`src/rtl/vga_timing_if.sv`:
```
// Timing bundle handed from the VGA timing stage to the colour stage.
interface vga_timing_if #(
    parameter int CW = 10
);
    logic          clk_en_25MHz;
    logic          h_sync;
    logic          v_sync;
    logic          video_on;
    logic [CW-1:0] pixel_x;
    logic [CW-1:0] pixel_y;
    logic          line_start;
    logic          frame_start;

    modport master (
        output clk_en_25MHz, h_sync, v_sync, video_on,
        output pixel_x, pixel_y, line_start, frame_start
    );

    modport slave (
        input clk_en_25MHz, h_sync, v_sync, video_on,
        input pixel_x, pixel_y, line_start, frame_start
    );
endinterface

```
`src/rtl/vga_timing_gen.sv`:
```
// VGA raster timing: 25 MHz pixel enable from 50 MHz clk, h/v counters,
// sync, active-video and coordinates, all decoded from the same counter state.
module vga_timing_gen #(
    parameter int H_ACTIVE = 640,
    parameter int H_FP     = 16,
    parameter int H_SYNC   = 96,
    parameter int H_BP     = 48,
    parameter int V_ACTIVE = 480,
    parameter int V_FP     = 10,
    parameter int V_SYNC   = 2,
    parameter int V_BP     = 33,
    parameter bit SYNC_POL = 1'b0,
    parameter int CW       = 10
) (
    input  logic         clk,
    input  logic         rst,
    vga_timing_if.master vga
);
    localparam int H_TOTAL   = H_ACTIVE + H_FP + H_SYNC + H_BP;
    localparam int V_TOTAL   = V_ACTIVE + V_FP + V_SYNC + V_BP;
    localparam int H_SYNC_LO = H_ACTIVE + H_FP;
    localparam int H_SYNC_HI = H_ACTIVE + H_FP + H_SYNC - 1;
    localparam int V_SYNC_LO = V_ACTIVE + V_FP;
    localparam int V_SYNC_HI = V_ACTIVE + V_FP + V_SYNC - 1;

    logic          en_q;
    logic [CW-1:0] h_q, h_d;
    logic [CW-1:0] v_q, v_d;
    logic          h_in_sync, v_in_sync;

    always_comb begin
        h_d = h_q;
        v_d = v_q;
        if (en_q) begin
            if (h_q == CW'(H_TOTAL - 1)) begin
                h_d = '0;
                v_d = (v_q == CW'(V_TOTAL - 1)) ? '0 : v_q + CW'(1);
            end else begin
                h_d = h_q + CW'(1);
            end
        end
    end

    always_ff @(posedge clk) begin
        if (rst) begin
            en_q <= 1'b0;
            h_q  <= '0;
            v_q  <= '0;
        end else begin
            en_q <= ~en_q;
            h_q  <= h_d;
            v_q  <= v_d;
        end
    end

    assign h_in_sync = (h_q >= CW'(H_SYNC_LO)) && (h_q <= CW'(H_SYNC_HI));
    assign v_in_sync = (v_q >= CW'(V_SYNC_LO)) && (v_q <= CW'(V_SYNC_HI));

    // Decodes come straight off the counter flops; rst masks them in the same
    // cycle so a mid-frame reset drops the sync pulse without waiting an edge.
    assign vga.clk_en_25MHz = en_q & ~rst;
    assign vga.h_sync       = (h_in_sync && !rst) ? SYNC_POL : ~SYNC_POL;
    assign vga.v_sync       = (v_in_sync && !rst) ? SYNC_POL : ~SYNC_POL;
    assign vga.video_on     = !rst && (h_q < CW'(H_ACTIVE)) && (v_q < CW'(V_ACTIVE));
    assign vga.pixel_x      = rst ? '0 : h_q;
    assign vga.pixel_y      = rst ? '0 : v_q;
    assign vga.line_start   = !rst && en_q && (h_q == '0);
    assign vga.frame_start  = !rst && en_q && (h_q == '0) && (v_q == '0);
endmodule

```
`src/flat_wrapper.sv`:
```
// flat-port wrapper written by rule: the top's interface ports become plain ports
module vga_timing_gen_flat 
#(
    parameter int H_ACTIVE = 640,
    parameter int H_FP     = 16,
    parameter int H_SYNC   = 96,
    parameter int H_BP     = 48,
    parameter int V_ACTIVE = 480,
    parameter int V_FP     = 10,
    parameter int V_SYNC   = 2,
    parameter int V_BP     = 33,
    parameter bit SYNC_POL = 1'b0,
    parameter int CW       = 10
)
  (clk, rst, vga_clk_en_25MHz, vga_h_sync, vga_v_sync, vga_video_on, vga_pixel_x, vga_pixel_y, vga_line_start, vga_frame_start);
  vga_timing_if #(.CW(CW)) vga_i ();
  input  logic clk;
  input  logic rst;
  output wire logic [$bits(vga_i.clk_en_25MHz)-1:0] vga_clk_en_25MHz;
  output wire logic [$bits(vga_i.h_sync)-1:0] vga_h_sync;
  output wire logic [$bits(vga_i.v_sync)-1:0] vga_v_sync;
  output wire logic [$bits(vga_i.video_on)-1:0] vga_video_on;
  output wire logic [$bits(vga_i.pixel_x)-1:0] vga_pixel_x;
  output wire logic [$bits(vga_i.pixel_y)-1:0] vga_pixel_y;
  output wire logic [$bits(vga_i.line_start)-1:0] vga_line_start;
  output wire logic [$bits(vga_i.frame_start)-1:0] vga_frame_start;
  assign vga_clk_en_25MHz = vga_i.clk_en_25MHz;
  assign vga_h_sync = vga_i.h_sync;
  assign vga_v_sync = vga_i.v_sync;
  assign vga_video_on = vga_i.video_on;
  assign vga_pixel_x = vga_i.pixel_x;
  assign vga_pixel_y = vga_i.pixel_y;
  assign vga_line_start = vga_i.line_start;
  assign vga_frame_start = vga_i.frame_start;
  vga_timing_gen #(.H_ACTIVE(H_ACTIVE), .H_FP(H_FP), .H_SYNC(H_SYNC), .H_BP(H_BP), .V_ACTIVE(V_ACTIVE), .V_FP(V_FP), .V_SYNC(V_SYNC), .V_BP(V_BP), .SYNC_POL(SYNC_POL), .CW(CW)) u_core (.clk(clk), .rst(rst), .vga(vga_i));
endmodule
```
`config.mk`:
```
export PLATFORM = sky130hd
export DESIGN_NAME = vga_timing_gen_flat
export DESIGN_NICKNAME = d
export VERILOG_FILES = /design/src/rtl/vga_timing_if.sv /design/src/rtl/vga_timing_gen.sv /design/src/flat_wrapper.sv
export SDC_FILE = /design/constraint.sdc
export NUM_CORES = 1
export LEC_CHECK = 0
export ABC_AREA = 1
export CORE_MARGIN = 10
export CORE_UTILIZATION = 36
export DETAILED_ROUTE_END_ITERATION = 7
export GPL_TIMING_DRIVEN = 0
export SLEW_MARGIN = 20
export SYNTH_ARGS = -nofsm -noshare
export SYNTH_HDL_FRONTEND = slang
export SYNTH_SLANG_ARGS = --single-unit
```
`constraint.sdc`:
```
create_clock -name clk -period 1.6 [get_ports clk]
set_input_delay 0.32 -clock clk [delete_from_list [all_inputs] [get_ports clk]]
set_output_delay 0.32 -clock clk [all_outputs]
set_load 0.01 [all_outputs]
```
==> reports/metrics.yaml, run 1 <==
layout:
  final_nets: 269
  final_common_cell: "nor2_1"
  stdcell_count: 309
  diodes: 0
  final_cell_mix: "nor2_1, nand2_1, inv_1"
  areaGrowthSynthToFinish_pct: 38.7
  drive_gt1_frac: 0.295
yosys:
  synth.distinct_cells: 25
  synth_warnings: 0
  syn_inst: 219
  syn_area_per_cell_sq_um: 6.21
  synthMuxAreaShare: 0
  yosys_register_bits: 21
  syn_nets: 226
  synth-xor-area-share: 0.0193
  synth_top_area_frac: 0.309
  synthAdderAreaFrac: 0.0460
  synth_top_family_by_area: "simple AND/OR/NAND/NOR gates"
  async_flop_share: 0
  syn-cell-area_sq_mm: 0.00136
  synth-compound-area-share: 0.0672
  seq_area_frac_synth: 0.309
  synth-simple-area-share: 0.450
  synthFlopType: "dfxtp_1"
  synth_area_leader_cell: "dfxtp_1"
  synth_area_leaders: "dfxtp_1, nor2_1, nand2_1, inv_1, nand3_1"
  synth_edf_count: 0
clocking:
  htree_levels: 1
  cts_root_buffer: "clkbuf_8"
  clockBufferDepth: 2
  clock_latency_ns: 0.27
  clk_pin_slew_ns: 0.08
  cts_tree: "built"
  cts.sinks: 21
  numCtsBuffers: 3
timing:
  skew_ns: 0.00169
  slew_headroom: 0.782
  slew_viol_final: 0
  fin_setup_tns_ns: -0.0998
  fin_crit_ns: 1.70
  fin_ws_ns: -0.0998
  rsz0062_at_grt: "true"
  setup_viol_count_final: 1
  final-hold-violation-count: 0
  fmax_ghz: 0.588
  timing.hold.ws_ns: 0.428
  period_share: 1.06
  worst_pin_slew_ns: 0.326
grt:
  grt_pass1_vias: 1349
  grt_pass1_wl_um: 6240
  globalRouteOverflowTotal: 0
  grtUsageTotal: 0.118
  grt_max_degree: 13
  antenna_found_initial: 0
floorplanning:
  chipHeight_um: 81.5
  dieArea_sq_mm: 0.00664
  num_rows: 22
  core_area_sq_mm: 0.00366
  top_level_ports: 28
  initial_core_util: 0.371
  die_x_um: 81.5
power_and_ir_drop:
  intPower_uw: 723
  pwr-share-seq: 0.537
  p_sw_uw: 252
  cellLeakagePower_uw: 0.000884
  power.share.switching: 0.259
  powerDensity_mw_per_mm2: 517
  clkPwrFrac: 0.375
  peakVddDrop_v: 0.000371
  power_frac_comb: 0.088
placed_design:
  numPortBuffers: 26
  dp_hpwl_um: 2910
  place_inst: 293
  place_congestion: 0.869
setup_path:
  critical_path_class: "reg2out"
  crit_chain: "inv_2 > nand2_2 > nor2_2 > nand4_1 > nor3_2 > buf_2"
  crit_family: "simple AND/OR/NAND/NOR gates"
  cp_num_buf_inv: 2
  path_max_fanout: 3
  crit_required_ns: 1.28
  worst_ep_arrival_time_ns: 1.38
  slowest_delay_ns: 0.34
  start_kind: "flop"
  slowest_stage: "dfxtp_2"
  cp-end-kind: "primary output"
  r2r_setup_slack_ns: 0.11
drt:
  wire_per_inst_um: 13.1
  drt-initial-drc-count: 89
  num_vias: 1486
  wl_um: 4060
  detail_route.first_pass.iterations: 4
  ant_nets: 0
  viasPerCell: 4.81
  drc: 0
flow_run:
  cap_viol_max_count: 0
status:
  violations: "negative setup slack"
  status: "finished, violations left"
min_path:
  hold_class: "in2reg"
## layer usage
layer	GRT usage	share of wire	wire length, um	vias to the layer above
met5	0	0	0	-
met4	0.0311	0.013	53	0
met3	0.0328	0.051	205	6
met2	0.214	0.50	2030	27
met1	0.131	0.43	1760	675
li1	-	-	-	778
## cell families (layout without fill, tap and decap cells)
logic type | Yosys count | count (layout)
adders and majority gates | 5 | 5
buffers and inverters | 37 | 79
DFF | 21 | 21
xor gates and xnor gates | 3 | 3
and+or+nand+nor | 137 | 137
AOI/OAI and AO/OA | 16 | 16
## sequential cells by signal, summed over array words and instances (netlist names)
name and flops:
u_core.h_q 10, u_core.v_q 10, u_core.en_q 1
## final cells by class
class                           instances  area, sq um
Fill cell                             390         1770
Multi-Input combinational cell        161          858
Sequential cell                        21          462
Timing Repair Buffer                   38          299
Inverter                               33          130
Tap cell                               48         60.1
Clock buffer                            3         41.3
Buffer                                  4         31.3
Clock inverter                          1         5.00
## worst paths after layout
path,start,end,cells past startpoint
setup / recovery,u_core.v_q[6],vga_frame_start,6
hold / removal,rst,u_core.en_q,2
setup reg to reg,u_core.h_q[0],u_core.v_q[6],8
hold reg to reg,u_core.h_q[1],u_core.h_q[1],2
## through the flow
step	instance area, sq um	utilization	total power (uW)	setup slack, ns
2_1_floorplan	1360	-	594	0.0625
3_3_place_gp	1680	0.459	625	-0.373
3_5_place_dp	1680	0.459	625	-0.383
4_1_cts	1770	0.483	989	-0.0657
5_1_grt	1890	0.515	1010	-0.152
6_report	1890	0.515	975	-0.0998
## synthesized netlist by cell type, types with 2 or more instances
cell	instances
nor2_1	55
nand2_1	41
buf_1	2
inv_1	32
o21ai_0	7
o2111ai_1	2
nand4_1	6
a21oi_1	6
nand2_2	3
nor3_1	7
dfxtp_1	21
ha_1	5
nand3_2	3
xor2_1	3
nand3_1	16
## power by group through the flow
stage | registers [uW] | clock network, uW | logic (uW)
finish | 523 | 366 | 85.8
global route | 524 | 392 | 96.9
CTS | 529 | 379 | 81.8
detailed placement | 546 | 0 | 78.8
global placement | 546 | 0 | 78.7
floorplan | 545 | 0 | 49.2
## timing repair
item	4_1_cts	5_1_grt
setup endpoints to repair	26	15
pin swaps	2	11
buffers inserted	2	9
resized for setup	78	24
hold buffers	0	0
gates cloned	0	1
No activity file was read; power rests on OpenSTA's default activity.
==> run 2, diff against run 1 <==
==> constraint.sdc (replaced) <==
create_clock -name clk -period 1.6 [get_ports clk]
set_input_delay 0.24 -clock clk [delete_from_list [all_inputs] [get_ports clk]]
set_output_delay 0.24 -clock clk [all_outputs]
set_load 0.01 [all_outputs]
==> run 2 against run 1 <==
Net effect: the run now ends clean; critical endpoint unchanged; largest power group unchanged; highest routed layer unchanged; clock-buffer cell count unchanged; clock power about the same; register-to-register slack about the same; die area unchanged; via count down 1.3%.
==> reports/metrics.yaml, run 2 (same netlist as run 1, synthesis figures left out) <==
timing:
  fmax_ghz: 0.633
  fin_setup_tns_ns: 0
  slew_viol_final: 0
  rsz0062_at_grt: "true"
  slew_headroom: 0.779
  period_share: 0.988
  final-hold-violation-count: 0
  worst_pin_slew_ns: 0.330
  fin_crit_ns: 1.58
  skew_ns: 0.00272
  setup_viol_count_final: 0
  timing.hold.ws_ns: 0.345
clocking:
  cts_tree: "built"
  clk_pin_slew_ns: 0.08
  cts_root_buffer: "clkbuf_8"
  clock_latency_ns: 0.26
  clockBufferDepth: 2
  htree_levels: 1
  numCtsBuffers: 3
  cts.sinks: 21
drt:
  viasPerCell: 4.84
  detail_route.first_pass.iterations: 4
  num_vias: 1467
  drc: 0
  drt-initial-drc-count: 57
  ant_nets: 0
  wire_per_inst_um: 13.2
  wl_um: 3990
placed_design:
  dp_hpwl_um: 2910
  numPortBuffers: 26
  place_congestion: 0.869
setup_path:
  critPathLaunch: "u_core.v_q[6]"
  r2r_end: "u_core.v_q[2]"
  crit_required_ns: 1.36
  start_kind: "flop"
  worst_ep_arrival_time_ns: 1.34
  cp-end-kind: "primary output"
  path_max_fanout: 4
  r2r_start: "u_core.h_q[0]"
  rr_worst_depth: 9
  r2r_setup_slack_ns: 0.10
  crit_path_end: "vga_frame_start"
  critical_path_class: "reg2out"
floorplanning:
  initial_core_util: 0.371
  top_level_ports: 28
  chipHeight_um: 81.5
  num_rows: 22
  core_area_sq_mm: 0.00366
  die_x_um: 81.5
  dieArea_sq_mm: 0.00664
layout:
  regArea_sq_um: 457
  areaGrowthSynthToFinish_pct: 36.5
  final_common_cell: "nor2_1"
  diodes: 0
  reg_top3: "u_core.h_q (10), u_core.v_q (10), u_core.en_q (1)"
  final_nets: 263
  multi_input_area_sq_um: 858
  fillerInstances: 380
  drive_gt1_frac: 0.275
  final_cell_mix: "nor2_1, nand2_1, inv_1"
grt:
  grt_pass1_vias: 1347
  grtUsageTotal: 0.117
  grt_pass1_wl_um: 6220
  grt_max_degree: 13
  globalRouteOverflowTotal: 0
  antenna_found_initial: 0
power_and_ir_drop:
  powerDensity_mw_per_mm2: 522
  peakVddDrop_v: 0.000368
  cellLeakagePower_uw: 0.000916
min_path:
  min_delay_path_depth: 2
  hold_class: "in2reg"
flow_run:
  cap_viol_max_count: 0
status:
  status: "finished, final reports clean"
run 2: critical path: stages, from the launching register on:
cell and delay, ns:
dfxtp_2 0.34, inv_2 0.07, nand2_2 0.06, nor2_2 0.12
nand4_1 0.15, nor3_2 0.18, buf_2 0.14
run 2: area by class of cell:
cell class	count	share of cell area
Clock buffer	3	0.0222
Buffer	4	0.0155
Multi-Input combinational cell	161	0.462
Inverter	33	0.0687
Timing Repair Buffer	32	0.150
Sequential cell	21	0.246
Clock inverter	1	0.00270
Tap cell	48	0.0323
run 2: per-layer routing:
metal | wire [um] | track usage
met5 | 0 | 0
met4 | 53 | 0.0363
met3 | 202 | 0.0360
met2 | 1960 | 0.211
met1 | 1770 | 0.129
run 2: worst min path at each step:
stage,startpoint,endpoint,slack [ns]
5_1_grt,rst,u_core.h_q[7],0.36
6_report,rst,u_core.en_q,0.35
3_3_place_gp,u_core.v_q[6],u_core.v_q[6],0.50
3_5_place_dp,u_core.v_q[6],u_core.v_q[6],0.51
4_1_cts,rst,u_core.en_q,0.33
2_1_floorplan,u_core.v_q[6],u_core.v_q[6],0.47
run 2: repair_timing:
action	in CTS	in global routing
pin swaps	1	7
setup buffers	1	4
gates cloned	0	1
endpoints found under the setup margin	26	20
resized for setup	57	37
hold buffers	0	0
run 2: power breakdown:
group	internal [uW]	switching [uW]	leakage (uW)
registers	521	6.25	0.000180
clock network	174	190	0.0000255
logic	25.9	52.0	0.000710
run 2: through the flow:
step	instances	cell area [sq um]	power, uW	utilization	setup WS, ns
final	303	1860	970	0.507	0.0200
after global routing	303	1860	1010	0.507	-0.0734
after CTS	298	1770	988	0.483	0.00520
after detailed placement	293	1680	625	0.459	-0.264
after global placement	293	1680	625	0.459	-0.276
after floorplan	219	1360	594	-	0.182
==> run 3, diff against run 2 <==
--- a/config.mk
+++ b/config.mk
@@ -10,6 +10,7 @@
 export CORE_UTILIZATION = 36
 export DETAILED_ROUTE_END_ITERATION = 7
 export GPL_TIMING_DRIVEN = 0
+export PLACE_DENSITY = 0.65
 export SLEW_MARGIN = 20
 export SYNTH_ARGS = -nofsm -noshare
 export SYNTH_HDL_FRONTEND = slang
==> run 3 against run 2 <==
Net effect: die area unchanged; critical path depth decreased by 3; register-to-register slack improved by 0.03 ns; sequential power increased by 0.8%; sequential share of layout area increased by 0.22 points; clock power decreased by 4%; non-clock buffer count decreased by 4; critical endpoint is now vga_pixel_y[6]; largest cell class unchanged.
==> reports/metrics.yaml, run 3 (same netlist as run 1, synthesis figures left out) <==
power_and_ir_drop:
  peakVddDrop_v: 0.000251
  cellLeakagePower_uw: 0.000951
  clkPwrFrac: 0.365
  power.share.switching: 0.240
  intPower_uw: 729
  powerDensity_mw_per_mm2: 527
  power_frac_comb: 0.081
  p_sw_uw: 230
  pwr-share-seq: 0.554
  power_uw: 959
layout:
  final_cell_mix: "nor2_1, nand2_1, inv_1"
  areaGrowthSynthToFinish_pct: 33.9
  regArea_sq_um: 452
  fillerInstances: 396
  multi_input_area_sq_um: 847
  final_nets: 259
  stdcell_count: 299
  final_common_cell: "nor2_1"
  drive_gt1_frac: 0.243
  reg_top3: "u_core.h_q (10), u_core.v_q (10), u_core.en_q (1)"
  fin_util: 0.497
  diodes: 0
timing:
  skew_ns: 0.00246
  fin_crit_ns: 1.55
  timing.hold.ws_ns: 0.330
  setup_viol_count_final: 0
  fin_ws_ns: 0.0474
  final-hold-violation-count: 0
  rsz0062_at_grt: "true"
  worst_pin_slew_ns: 0.327
  fmax_ghz: 0.644
  slew_viol_final: 0
  period_share: 0.970
  slew_headroom: 0.780
clocking:
  htree_levels: 1
  numCtsBuffers: 3
  clock_latency_ns: 0.26
  cts_root_buffer: "clkbuf_8"
  postCtsHoldBufs: 0
  clockBufferDepth: 2
  cts.sinks: 21
  clk_pin_slew_ns: 0.08
  cts_tree: "built"
floorplanning:
  num_rows: 22
  initial_core_util: 0.371
  core_area_sq_mm: 0.00366
  chipHeight_um: 81.5
  die_x_um: 81.5
  dieArea_sq_mm: 0.00664
  top_level_ports: 28
min_path:
  hp-start: "rst"
  min_delay_path_depth: 2
  hold_class: "in2reg"
  hold_end: "u_core.en_q"
placed_design:
  pre_cts_slack_ns: -0.302
  place_inst: 293
  dp_hpwl_um: 2800
  numPortBuffers: 26
  place_congestion: 0.911
setup_path:
  start_kind: "flop"
  r2r_end: "u_core.v_q[6]"
  r2r_setup_slack_ns: 0.13
  r2r_start: "u_core.h_q[0]"
  cp-end-kind: "primary output"
  worst_ep_arrival_time_ns: 1.31
  critical_path_class: "reg2out"
  rr_worst_depth: 9
  crit_required_ns: 1.36
  path_max_fanout: 4
drt:
  drc: 0
  wl_um: 3760
  viasPerCell: 4.83
  num_vias: 1443
  wire_per_inst_um: 12.6
  ant_nets: 0
  drt-initial-drc-count: 82
  detail_route.first_pass.iterations: 4
status:
  status: "finished, final reports clean"
grt:
  grtUsageTotal: 0.117
  antenna_found_initial: 0
  globalRouteOverflowTotal: 0
  grt_max_degree: 12
  grt_pass1_vias: 1435
  grt_pass1_wl_um: 6290
flow_run:
  cap_viol_max_count: 0
[run 3: cell types whose count changed in the layout (fill, tap and decap cells not counted), sizes merged]
cell,previous run,this run
dlymetal6s2s,5,9
clkinv,2,1
dlygate4sd2,14,11
clkdlybuf4s50,2,1
buf,12,7
clkbuf,6,8
[run 3: per-stage QoR]
step | area (sq um) | TNS, ns
after floorplan | 1360 | 0
after CTS | 1750 | -0.122
final | 1820 | 0
after detailed placement | 1680 | -3.17
after global placement | 1680 | -3.00
after global routing | 1820 | -0.0755
[run 3: routing by layer]
| metal | global-route usage | vias up | share of wire |
|---|---|---|---|
| met3 | 0.0251 | 10 | 0.047 |
| met4 | 0.0606 | 0 | 0.023 |
| met2 | 0.199 | 42 | 0.44 |
| li1 | - | 757 | - |
| met5 | 0 | - | 0 |
| met1 | 0.134 | 634 | 0.49 |
[run 3: cell type report]
cell class	count	area share
Buffer	4	0.0158
Multi-Input combinational cell	161	0.465
Clock buffer	4	0.0247
Sequential cell	21	0.248
Timing Repair Buffer	28	0.142
Inverter	33	0.0708
Tap cell	48	0.0330
[run 3: critical path: stages, from the launching register on]
cell             delay [ns]
dfxtp_2                0.37
inv_2                  0.05
nor2_1                 0.09
clkdlybuf4s50_1        0.54
[run 3: power by group through the flow]
stage	registers [uW]	clock network [uW]	logic [uW]
detailed placement	547	0	78.7
global route	533	387	89.8
global placement	547	0	78.6
CTS	533	368	77.2
finish	532	350	77.7
floorplan	545	0	49.2
[run 3: timing repair]
item,4_1_cts,5_1_grt
pin swaps,4,5
buffers inserted,0,2
gates resized for setup,49,36
endpoints found under the setup margin,26,24
[run 3: how the worst max path moves through the flow]
stage	start	depth (start not counted)	endpoint
finish	u_core.v_q[6]	3	vga_pixel_y[6]
CTS	u_core.v_q[4]	6	vga_frame_start
global route	u_core.v_q[5]	6	vga_frame_start
global placement	u_core.en_q	5	vga_frame_start
floorplan	u_core.en_q	4	vga_frame_start
detailed placement	u_core.en_q	5	vga_frame_start
